--- src/rtl/rr_arbiter_16_pkg.sv ---
// rr_arbiter_16_pkg
//   Shared sizing constants and the arbiter state type for the 16-way
//   round-robin arbiter and its grant decoder.
//   No ports; imported by rr_arbiter_16 and dec_4to16.
package rr_arbiter_16_pkg;

  localparam int NUM_REQ = 16;
  localparam int IDX_W   = 4;
  localparam int HOLD_W  = 8;

  typedef enum logic {
    IDLE = 1'b0,
    BUSY = 1'b1
  } arb_state_e;

endpackage

--- src/rtl/rr_arbiter_16_dec.sv ---
// dec_4to16
//   4-to-16 one-hot decoder with enable. Output is all zero when E is low.
//   Ports:
//     A  input  [3:0]   index to decode
//     E  input          enable
//     D  output [15:0]  one-hot decode of A, gated by E
module dec_4to16
  import rr_arbiter_16_pkg::*;
(
  input  logic [IDX_W-1:0]   A,
  input  logic               E,
  output logic [NUM_REQ-1:0] D
);

  always_comb begin
    D = '0;
    if (E) begin
      D[A] = 1'b1;
    end
  end

endmodule

--- src/rtl/rr_arbiter_16.sv ---
// rr_arbiter_16
//   Round-robin arbiter sharing one resource among 16 requesters. A winner is
//   picked circularly starting at ptr, held until the requester drops its
//   request or MAX_HOLD busy cycles elapse, and priority then moves to the
//   requester just after the winner.
//   Parameters:
//     MAX_HOLD   maximum consecutive busy cycles per grant (0 = unlimited,
//                legal range 0..255)
//   Ports:
//     clk        rising-edge clock
//     rst        synchronous active-high reset
//     en         allows new grants when high; an active grant is unaffected
//     req        request vector, one bit per requester
//     gnt        one-hot grant decoded from gnt_idx, zero when not valid
//     gnt_idx    registered index of the current grantee
//     gnt_valid  registered grant-active flag
//     timeout    one-cycle pulse following a forced release
module rr_arbiter_16
  import rr_arbiter_16_pkg::*;
#(
  parameter int unsigned MAX_HOLD = 16
)(
  input  logic               clk,
  input  logic               rst,
  input  logic               en,
  input  logic [NUM_REQ-1:0] req,
  output logic [NUM_REQ-1:0] gnt,
  output logic [IDX_W-1:0]   gnt_idx,
  output logic               gnt_valid,
  output logic               timeout
);

  // With MAX_HOLD = 0 the limit is disabled, so the compare value is
  // irrelevant and just needs to be a legal constant.
  localparam bit                HOLD_EN   = (MAX_HOLD != 0);
  localparam logic [HOLD_W-1:0] HOLD_LAST = HOLD_W'((MAX_HOLD == 0) ? 0 : MAX_HOLD - 1);

  arb_state_e          state, state_n;
  logic [IDX_W-1:0]    ptr, ptr_n;
  logic [IDX_W-1:0]    idx_n;
  logic                valid_n;
  logic [HOLD_W-1:0]   hold_cnt, hold_n;
  logic                timeout_n;
  logic [IDX_W-1:0]    winner;
  logic                cur_req;
  logic                forced;

  // Circular priority search: rotate the requests so ptr lands at bit 0,
  // take the lowest set bit, then add ptr back (wrapping in 4 bits).
  function automatic logic [IDX_W-1:0] rr_pick(input logic [NUM_REQ-1:0] r,
                                               input logic [IDX_W-1:0]   p);
    logic [2*NUM_REQ-1:0] dbl;
    logic [NUM_REQ-1:0]   rot;
    logic [IDX_W-1:0]     off;
    dbl = {r, r} >> p;
    rot = dbl[NUM_REQ-1:0];
    off = '0;
    for (int i = NUM_REQ - 1; i >= 0; i--) begin
      if (rot[i]) begin
        off = i[IDX_W-1:0];
      end
    end
    return off + p;
  endfunction

  assign winner  = rr_pick(req, ptr);
  assign cur_req = req[gnt_idx];
  assign forced  = HOLD_EN && (hold_cnt == HOLD_LAST) && cur_req;

  always_ff @(posedge clk) begin
    if (rst) begin
      state     <= IDLE;
      ptr       <= '0;
      gnt_idx   <= '0;
      gnt_valid <= 1'b0;
      hold_cnt  <= '0;
      timeout   <= 1'b0;
    end else begin
      state     <= state_n;
      ptr       <= ptr_n;
      gnt_idx   <= idx_n;
      gnt_valid <= valid_n;
      hold_cnt  <= hold_n;
      timeout   <= timeout_n;
    end
  end

  // Every release passes through IDLE, which guarantees at least one
  // no-grant cycle between grants, even a re-grant to the same requester.
  always_comb begin
    state_n   = state;
    ptr_n     = ptr;
    idx_n     = gnt_idx;
    valid_n   = gnt_valid;
    hold_n    = hold_cnt;
    timeout_n = 1'b0;
    case (state)
      IDLE: begin
        valid_n = 1'b0;
        if (en && (|req)) begin
          idx_n   = winner;
          valid_n = 1'b1;
          hold_n  = '0;
          state_n = BUSY;
        end
      end
      BUSY: begin
        if (!cur_req || forced) begin
          valid_n   = 1'b0;
          ptr_n     = gnt_idx + 1'b1;
          state_n   = IDLE;
          timeout_n = forced;
        end else if (hold_cnt != '1) begin
          hold_n = hold_cnt + 1'b1;
        end
      end
      default: begin
        valid_n = 1'b0;
        state_n = IDLE;
      end
    endcase
  end

  dec_4to16 u_dec (
    .A (gnt_idx),
    .E (gnt_valid),
    .D (gnt)
  );

endmodule
--- config.mk ---
export PLATFORM = sky130hd
export DESIGN_NAME = rr_arbiter_16
export DESIGN_NICKNAME = d
export VERILOG_FILES = /design/src/rtl/rr_arbiter_16_pkg.sv /design/src/rtl/rr_arbiter_16_dec.sv /design/src/rtl/rr_arbiter_16.sv
export SDC_FILE = /design/constraint.sdc
export NUM_CORES = 1
export LEC_CHECK = 0
export CAP_MARGIN = 10
export CORE_MARGIN = 2
export CORE_UTILIZATION = 40
export DETAILED_ROUTE_END_ITERATION = 10
export PLACE_DENSITY = 0.76
export SYNTH_ARGS = -nofsm -noshare
export SYNTH_HDL_FRONTEND = slang
export SYNTH_SLANG_ARGS = --single-unit
--- constraint.sdc ---
create_clock -name clk -period 3.62 [get_ports clk]
set_input_delay 0.362 -clock clk [delete_from_list [all_inputs] [get_ports clk]]
set_output_delay 0.362 -clock clk [all_outputs]
set_load 0.01 [all_outputs]
==> Yosys cells after proc, flatten, opt, wreduce, memory -nomap -nowiden <==
Cells that the tools add are included.
{ "totals": {"output_inout_bits": 22, "word_cells": 60, "ff_bits": 19} }
{ "classes": {"bitwise_logic": 2, "n_eq_ne": 6, "muxes": 30, "shift": 1, "n_lt_le_gt_ge": 2, "addsub": 3, "reduce_logical": 10} }
{ "ops": {"columns": ["operator", "n"], "rows": [
  ["$mux 4", 16],
  ["$shr 32x4->16", 1],
  ["$mux 8", 3],
  ["$mux 16", 1],
  ["$pmux 8 s2", 1],
  ["$reduce_or 16->1", 1],
  ["$add 8x1->8 const B", 1],
  ["$eq 8x4->1 const B", 1],
  ["$ne 8x8->1 const B", 1],
  ["$lt 4x5->1 const B", 1],
  ["$mux 1", 5],
  ["$add 4x1->4 const B", 1],
  ["$add 4x4->4", 1],
  ["$bmux 1 s4", 1],
  ["$demux 1 s4", 1],
  ["$ge 4x1->1 const B", 1],
  ["$ne 2x1->1 const B", 2],
  ["$ne 2x2->1 const B", 2],
  ["$pmux 1 s2", 2],
  ["$reduce_and 2->1", 2],
  ["$logic_and 1x1->1", 3],
  ["$reduce_and 3->1", 1],
  ["$reduce_or 3->1", 1],
  ["$not 1->1", 2],
  ["other kinds (2)", 2]
]} }

==> Logic depth before layout (Yosys ltp) <==
{ "depth": {"ltp_word": 18, "depth_mapped": 15, "depth_no_buf": 13} }

==> Hierarchy <==
From an unflattened synthesis, not the netlist that was laid out.
{ "hier_totals": {"hier_cells": 262, "area_unflattened_um2": 2239.6} }
{ "by_module_without_submodules": {"columns": ["mod", "area_per_inst_um2", "n_inst", "cells_per_inst", "seq_area_each_um2"], "rows": [
  ["rr_arbiter_16", 2122.0, 1, 239, 380.4],
  ["dec_4to16", 117.6, 1, 23, 0.0]
]} }

==> Worst setup path after synthesis <==
No wires, ideal clock.
{ "synth_timing": {"path_type": "reg2reg", "from": "register ptr[1]", "to": "register gnt_idx[3]", "period_less_slack_ns": 3.605, "t_required_ns": 3.541, "arrival_time_ns": 3.525, "path_slack_ns": 0.015, "setup_ns": 0.079, "path_stages_with_launch": 14, "n_path_buf": 1, "path_cell_list": "dfxtp_1 -> buf_6 -> mux4_1 -> a221o_1 -> or4_1 -> a21o_1 -> a211oi_1 -> or2_1 -> ha_1 -> a21o_1 -> a21oi_1 -> xnor2_1 -> xnor2_1 -> a211oi_2"} }
{ "synth_between": {"elab_chain_cells": 18} }
{ "synth_rtl": {"columns": ["item", "line", "rtl"], "rows": [
  ["start, declared", "rr_arbiter_16.sv:39", "logic [IDX_W-1:0] ptr, ptr_n;"],
  ["start signal, assigned", "rr_arbiter_16.sv:80", "ptr <= ptr_n;"],
  ["$shr 32x4->16", "rr_arbiter_16.sv:55", "dbl = {r, r} >> p;"],
  ["$mux 4 (16 in series)", "rr_arbiter_16.sv:59", "if (rot[i]) begin"],
  ["$add 4x4->4 (*)", "rr_arbiter_16.sv:63", "return off + p;"],
  ["end signal, assigned", "rr_arbiter_16.sv:81", "gnt_idx <= idx_n;"],
  ["end, declared", "rr_arbiter_16.sv:28", "output logic [IDX_W-1:0] gnt_idx,"]
]} }
Every way passes the cells marked *; elsewhere a longest branch is shown, timed or not.
A chain may end at the register's enable or synchronous reset.

==> Worst setup path after layout <==
{ "layout_timing": {"from": "input port req[9]", "to": "register gnt_idx[3]"} }
{ "layout_between": {"elab_chain_cells": 18, "elab_cells_between_ends": 21, "cone_classes": "1 x add/sub; 1 x shift; 16 x mux; 3 x reduce/logical"} }
{ "layout_rtl": {"columns": ["item", "line", "rtl"], "rows": [
  ["start, declared", "rr_arbiter_16.sv:26", "input logic [NUM_REQ-1:0] req,"],
  ["$shr 32x4->16", "rr_arbiter_16.sv:55", null],
  ["$mux 4 (16 in series)", "rr_arbiter_16.sv:59", null],
  ["$add 4x4->4", "rr_arbiter_16.sv:63", null]
]} }
Several ways; a longest one is shown, not always the timed one.

==> metrics.csv <==
stage;metric;value;unit
worst_setup_path;Slowest-stage cell, CP;mux4_2;
pwr;Int Power;0.598;mW
route;Vias;2423;
yosys;post-synthesis sequential area ratio;15.7;%
placed_design;# port buffers;40;
pwr;Combinational Power Share;58.1;%
worst_setup_path;most used cell, CP;xnor2_1;
layout;antenna cell count;0;
yosys;Post-synth EDFFs;0;
worst_setup_path;startpoint types;input pin;
route;vias per cell;5.73;
timing;Max Clock Skew;6.45;ps
timing;endpoints failing hold;0;
timing;Worst slew margin;62.8;%
yosys;area leader, netlist;dfxtp_1;
layout;commonest non-fill, non-tap cell in the layout;buf_4;
yosys;post-synth cell types;63;
pwr;total power;0.971;mW
yosys;ys flop type;dfxtp_1;
floorplanning;die area;6690;um2
pwr;clock power share;14.9;%
worst_setup_path;CP required;3800;ps
timing;Worst-Margin Slew;558;ps
route;drc violations;0;
grt;vias in the first global route;2362;
grt;first-pass GRT wire length;11.4;mm
yosys;Post-Synthesis Net Count;292;
placed_design;HPWL after DPL;5.40;mm
timing;Slew Limit Fails;0;
grt;total grt overflow;0;
pwr;Sequential Power Share;27.0;%
route;ANT nets after route;0;
yosys;Yosys warning count;0;
worst_hold_path;min-delay src;hold_cnt[1];
pwr;PwrDens;292;nW/um2
layout;fin util;56.5;%
floorplanning;Initial Util;41.1;%
timing;fmax;0.280;GHz
yosys;mapped cell area;2420;um2
worst_setup_path;FF-to-FF Start;ptr[1];
worst_setup_path;FF-to-FF path depth;13;
worst_hold_path;hold path depth;2;
yosys;instance count of the mapped netlist;264;
worst_setup_path;Cell Chain, Critical Path;clkdlybuf4s50_1 > buf_4 > mux4_2 > mux2_4 > o31ai_1 > o21ai_0 > a31o_2 > a311o_1 > ha_1 > a21o_1 > a21oi_2 > xnor2_1 > xnor2_1 > a211oi_2;
floorplanning;core region area;5890;um2
layout;area of the multi-input gates;1950;um2
job;Max Cap Viol;0;
route;DR iter-0 viols;83;
grt;initial antenna violation count;0;
route;Total Wirelength;6.80;mm
worst_setup_path;CP Capture Type;flop;
clock_network;Clock Tree Root;clkbuf_8;
route;First-pass DRT Iterations;5;
worst_hold_path;Hold WC Path Type;flop to flop;
yosys;Synth area leaders;dfxtp_1 16%, mux4_2 13%, mux4_1 8.7%, and2_1 5.2%, mux2i_1 5.0%;
timing;final cycle utilization of the critical path;98.7;%
floorplanning;Die X;81.8;um
clock_network;Worst-Skew Late Latency;260;ps
clock_network;H-tree Lvls;1;
layout;ratio of cells with drive above 1 in the final layout;29.3;%
worst_setup_path;CP arrival;3750;ps
grt;overall routing resource usage;21.5;%
clock_network;number of hold buffers added after cts;0;
worst_setup_path;crit-path max cell delay;530;ps
clock_network;clock sink count;19;
yosys;Synth top area share;15.7;%
floorplanning;Top Ports;41;
layout;Area Overhead vs Synth;37.5;%
run_status;status;finished, final reports clean;
clock_network;CTS clk-pin slew, worst paths;70;ps
floorplanning;Die H;81.8;um
clock_network;TritonCTS clock tree;built;
pwr;leak pwr;1.32;nW
yosys;number of synthesized register bits;19;
grt;pin count of the biggest net entering global routing;18;
worst_setup_path;Crit Path Max Fanout;5;
timing;Finish-stage setup viols;0;
clock_network;clk buf depth;2;
timing;RSZ-0062 raised after global routing;true;
pwr;Switching Share;38.4;%
pwr;VDD IR max;252;uV
layout;final layout net count;377;
layout;most frequent cells in the layout;54 x buf_4, 34 x clkdlybuf4s50_1, 28 x nor2_1, 20 x and2_1, 19 x nand2_1;
worst_hold_path;Hold EP;hold_cnt[1];
floorplanning;row cnt;28;
yosys;syn avg cell area;9.17;um2
placed_design;GPL Wtd Cong;0.881;
timing;Tmin final;3570;ps
worst_setup_path;R2R Path End;gnt_idx[3];
yosys;Async SR Flop Fraction;0;%
pwr;Net Switching;0.373;mW
worst_setup_path;R2R Setup Slk;100;ps
route;WL per Instance;16.1;um
clock_network;CTS Buf Count;3;
layout;Fill cells;538;
layout;area taken by flip-flops and latches;385;um2
worst_setup_path;kind of critical path;input pin to flop;
[repair_timing]
item / 4_1_cts / 5_1_grt
pin swaps: 0 / 3
resized for setup: 1 / 18
hold endpoints to repair: 0 / 0
setup endpoints to repair: 2 / 3
setup buffers: 0 / 1
[cells in the mapped netlist (4+ instances only)]
library cell	instances
nor2_1	28
a21oi_1	16
xor2_1	7
a211oi_1	6
nand3_1	8
ha_1	8
mux2_2	9
and2_1	20
mux4_1	8
nor4_1	5
nand4_1	6
o21ai_0	6
and3_1	4
mux2i_1	12
clkbuf_1	10
nand2b_1	4
xnor2_1	4
nand2_1	19
mux4_2	14
dfxtp_1	19
[final cells by class]
| class | instances | share of cell area, % |
|---|---|---|
| clock buffers | 3 | 1.24 |
| clock inverters | 1 | 0.150 |
| inverters | 6 | 0.677 |
| multi-input cells | 224 | 58.5 |
| flip-flops and latches | 19 | 11.6 |
| well taps | 75 | 2.82 |
| repair buffers | 95 | 25.0 |
[per-layer routing]
metal	up-vias	GRT usage, %	wire length (um)
met5	-	0	0
met1	1181	28.6	3060
met2	50	36.7	3400
met4	0	4.17	61
li1	1184	-	-
met3	8	3.85	282
[kinds of logic after synthesis]
group | share of synthesized area (%)
AO/OA/AOI/OAI | 15.4
multiplexers | 32.4
XOR/XNOR | 3.98
AND/OR/NAND/NOR | 23.3
buffers and inverters | 4.24
adder cells (fa/ha/maj) | 4.96
flip-flops | 15.7
[how the worst max path moves through the flow]
stage | start | to | slack, ps | cells past startpoint
global placement | req[10] | gnt_idx[3] | -150 | 14
finish | req[9] | gnt_idx[3] | 50 | 14
CTS | req[1] | gnt_idx[3] | 20 | 13
detailed placement | req[1] | gnt_idx[3] | -250 | 13
floorplan | ptr[1] | gnt_idx[3] | 20 | 13
global route | req[2] | gnt_idx[3] | -30 | 12
[per-stage QoR]
stage	cell area [um2]	setup WS (ps)	hold WS (ps)	instances	TNS [ps]
floorplan	2420	15.3	439	264	0
global placement	3240	-151	523	418	-325
detailed placement	3240	-254	539	418	-486
CTS	3290	22.8	562	422	0
global route	3330	-28.3	580	423	-28.3
finish	3330	47.8	555	423	0
[registers in the layout, indices dropped and copies added, names as in the netlist]
register,cells
hold_cnt,8
gnt_idx,4
ptr,4
gnt_valid,1
state,1
timeout,1
[power by group through the flow]
stage                     sequential (mW)  combinational (mW)  clock [mW]
after global routing                0.266               0.611       0.161
after floorplan                     0.245               0.350           0
after global placement              0.265               0.532           0
after CTS                           0.261               0.545       0.151
final                               0.262               0.564       0.145
after detailed placement            0.266               0.543           0
[worst max-delay path, delay by kind of cell]
kind | cells | cell delay [ps]
adder cells (fa/ha/maj) | 1 | 210
AO/OA/AOI/OAI | 7 | 1510
buffers and inverters | 2 | 570
multiplexers | 2 | 830
XOR/XNOR | 2 | 250
Note: power is estimated with default switching activity, not from simulation.
==> variant (config.mk and constraints unchanged) <==
`MAX_HOLD`: 16 -> 15.
--- a/src/rtl/rr_arbiter_16.sv
+++ b/src/rtl/rr_arbiter_16.sv
@@ -18,7 +18,7 @@
 module rr_arbiter_16
   import rr_arbiter_16_pkg::*;
 #(
-  parameter int unsigned MAX_HOLD = 16
+  parameter int unsigned MAX_HOLD = 15
 )(
   input  logic               clk,
   input  logic               rst,
Formal check against the unedited RTL: no difference found for any inputs over 10 cycles, from zero or initial values and one cycle with rst high; that may be too few to reach the edited logic, so the function may still have changed.
==> variant against the original RTL <==
  * Area after synthesis is 0.31% higher
  * Routed wire length increased by 1.3%
  * Worst setup slack gained 120 ps
  * Sequential cell count did not move
  * Final area is 1.8% higher
  * Total power up 4.2%
  * Cell count up 0.47%
  * Critical path type unchanged
==> variant: results (changes against the original RTL) <==
Route
  – Iter 0 DRT Violations: 129 (+55%)
  – Vias per Instance: 5.82 (+1.7%)
  – Met3 Wirelength: 240 um (-15%)
  – Vias after detailed routing: 2475 (+2.1%)
  – Metal2 WL: 3580 um (+5.4%)
  – Highest routed layer: met4
  – Wl on met1: 2990 um (-2.1%)
  – Drt wl/cell: 16.2 um (+0.83%)
  – 1st-pass router iterations: 4 (-1)

Placed design
  – Port Buffer Count: 40 (unchanged)
  – Pre-CTS setup slack: -250 ps (+3.65 ps)
  – Placer Congestion: 0.964 (+9.4%)
  – DP Wirelength: 5470 um (+1.3%)
  – Placed instance count: 420 (+0.48%)

Setup path
  – Data arrival, critical path: 3570 ps (-180 ps)
  – Worst-path fanout max: 4 (-1)
  – Crit path max-delay cell type: mux4_1
  – Worst path max stage delay: 490 ps (-40 ps)
  – Crit path launch: req[4]

Logic synthesis
  – Cells after synthesis: 262 (-0.76%)
  – Synth area leaders: dfxtp_1, mux4_2, mux4_1, mux2i_1, and2_1
  – Seq/Total Area, Yosys: 15.7% (-0.049 points)
  – Net count of the mapped netlist: 291 (-0.34%)
  – Compound-cell area share of the yosys netlist: 14.7% (-0.67 points)
  – Multiplexer share of the synthesized area: 33.1% (+0.72 points)
  – Yosys cell types: 62 (-1.6%)
  – Post-Synth Adder-Cell Area: 5.46% (+0.50 points)
  – Synth top cells by count: nor2_1, and2_1, nand2_1
  – Synth warn: 0 (unchanged)
  – Post-synthesis xor/xnor area fraction: 3.97% (-0.012 points)
  – Asr flop ratio synth: 0% (unchanged)
  – Main synth FF type: dfxtp_1

Power
  – Combinational share of power: 59.2% (+1.1 points)
  – Static Leak: 1.35 nW (+2.0%)
  – PD cells: 299 nW/um^2 (+2.4%)
  – Clock network power: 0.000151 W (+4%)
  – Peak supply drop: 0.219 mV (-13%)
  – Sw frac: 39.0% (+0.56 points)

Run status
  – Status: complete, no violations

Timing
  – Worst Skew: 2.45 ps (-4.00 ps)
  – Worst Max-Slew Pin Slew: 882 ps (+324 ps)

Hold path
  – Hold Crit Start: hold_cnt[1]$_SDFFE_PP0P_

GRT
  – Vias in the first global route: 2412 (+2.1%)
  – GRT Resource Usage Total: 21.8% (+0.30 points)
  – Met2 usage: 39.0% (+2.3 points)
  – First-pass GRT wire length: 11600 um (+1.5%)
  – Global Route met1 Usage: 28.2% (-0.45 points)
  – Routing usage on met3: 2.42% (-1.4 points)

Clock network
  – Worst-path clk slew: 70 ps (about the same)
  – H-tree lvl count: 1 (unchanged)

Finish
  – Final nets: 380 (+0.80%)
  – Diode count: 0 (unchanged)
  – Share of cells above drive strength 1: 30.6% (+1.3 points)
-- variant: changes by cell type after synthesis, moves of 2 or more --
cell / before / now
a21oi_1: 16 / 12
nor2_1: 28 / 24
nand4_1: 6 / 3
mux2i_1: 12 / 14
nand3_1: 8 / 10
nor3_1: 1 / 3
xnor2_1: 4 / 6
xor2_1: 7 / 5
-- variant: critical path, delay by kind of cell --
family | cells | cell delay [ps]
AO/OA/AOI/OAI | 6 | 1180
XOR/XNOR | 2 | 310
adder cells (fa/ha/maj) | 1 | 210
buffers and inverters | 3 | 760
multiplexers | 2 | 730
-- variant: layout make-up --
cell class | instances | area [sq um]
Fill cell | 513 | 2500
Multi-Input combinational cell | 222 | 1980
Clock inverter | 1 | 5.00
Inverter | 7 | 26.3
Sequential cell | 19 | 385
Clock buffer | 3 | 41.3
Tap cell | 75 | 93.8
Timing Repair Buffer | 98 | 858
-- variant: path summary, 6_finish.rpt --
kind	to	slack, ps	depth (start not counted)
worst max register to register	gnt_idx[3]$_SDFFE_PP0P_	200	13
worst min register to register	hold_cnt[1]$_SDFFE_PP0P_	510	2
worst min-delay path	hold_cnt[1]$_SDFFE_PP0P_	510	2
worst max-delay path	gnt_idx[3]$_SDFFE_PP0P_	160	14
-- variant: stage by stage --
step / TNS [ps] / cell area [sq um] / hold slack, ps
detailed placement: -416 / 3270 / 512
global route: -7.10 / 3390 / 545
floorplan: 0 / 2430 / 483
CTS: 0 / 3320 / 519
global placement: -298 / 3270 / 503
finish: 0 / 3390 / 514
-- variant: timing repair --
item,CTS,global route
setup buffers,0,1
setup endpoints to repair,1,3
cloned,0,0
pin swaps,0,6
gates resized for setup,2,22
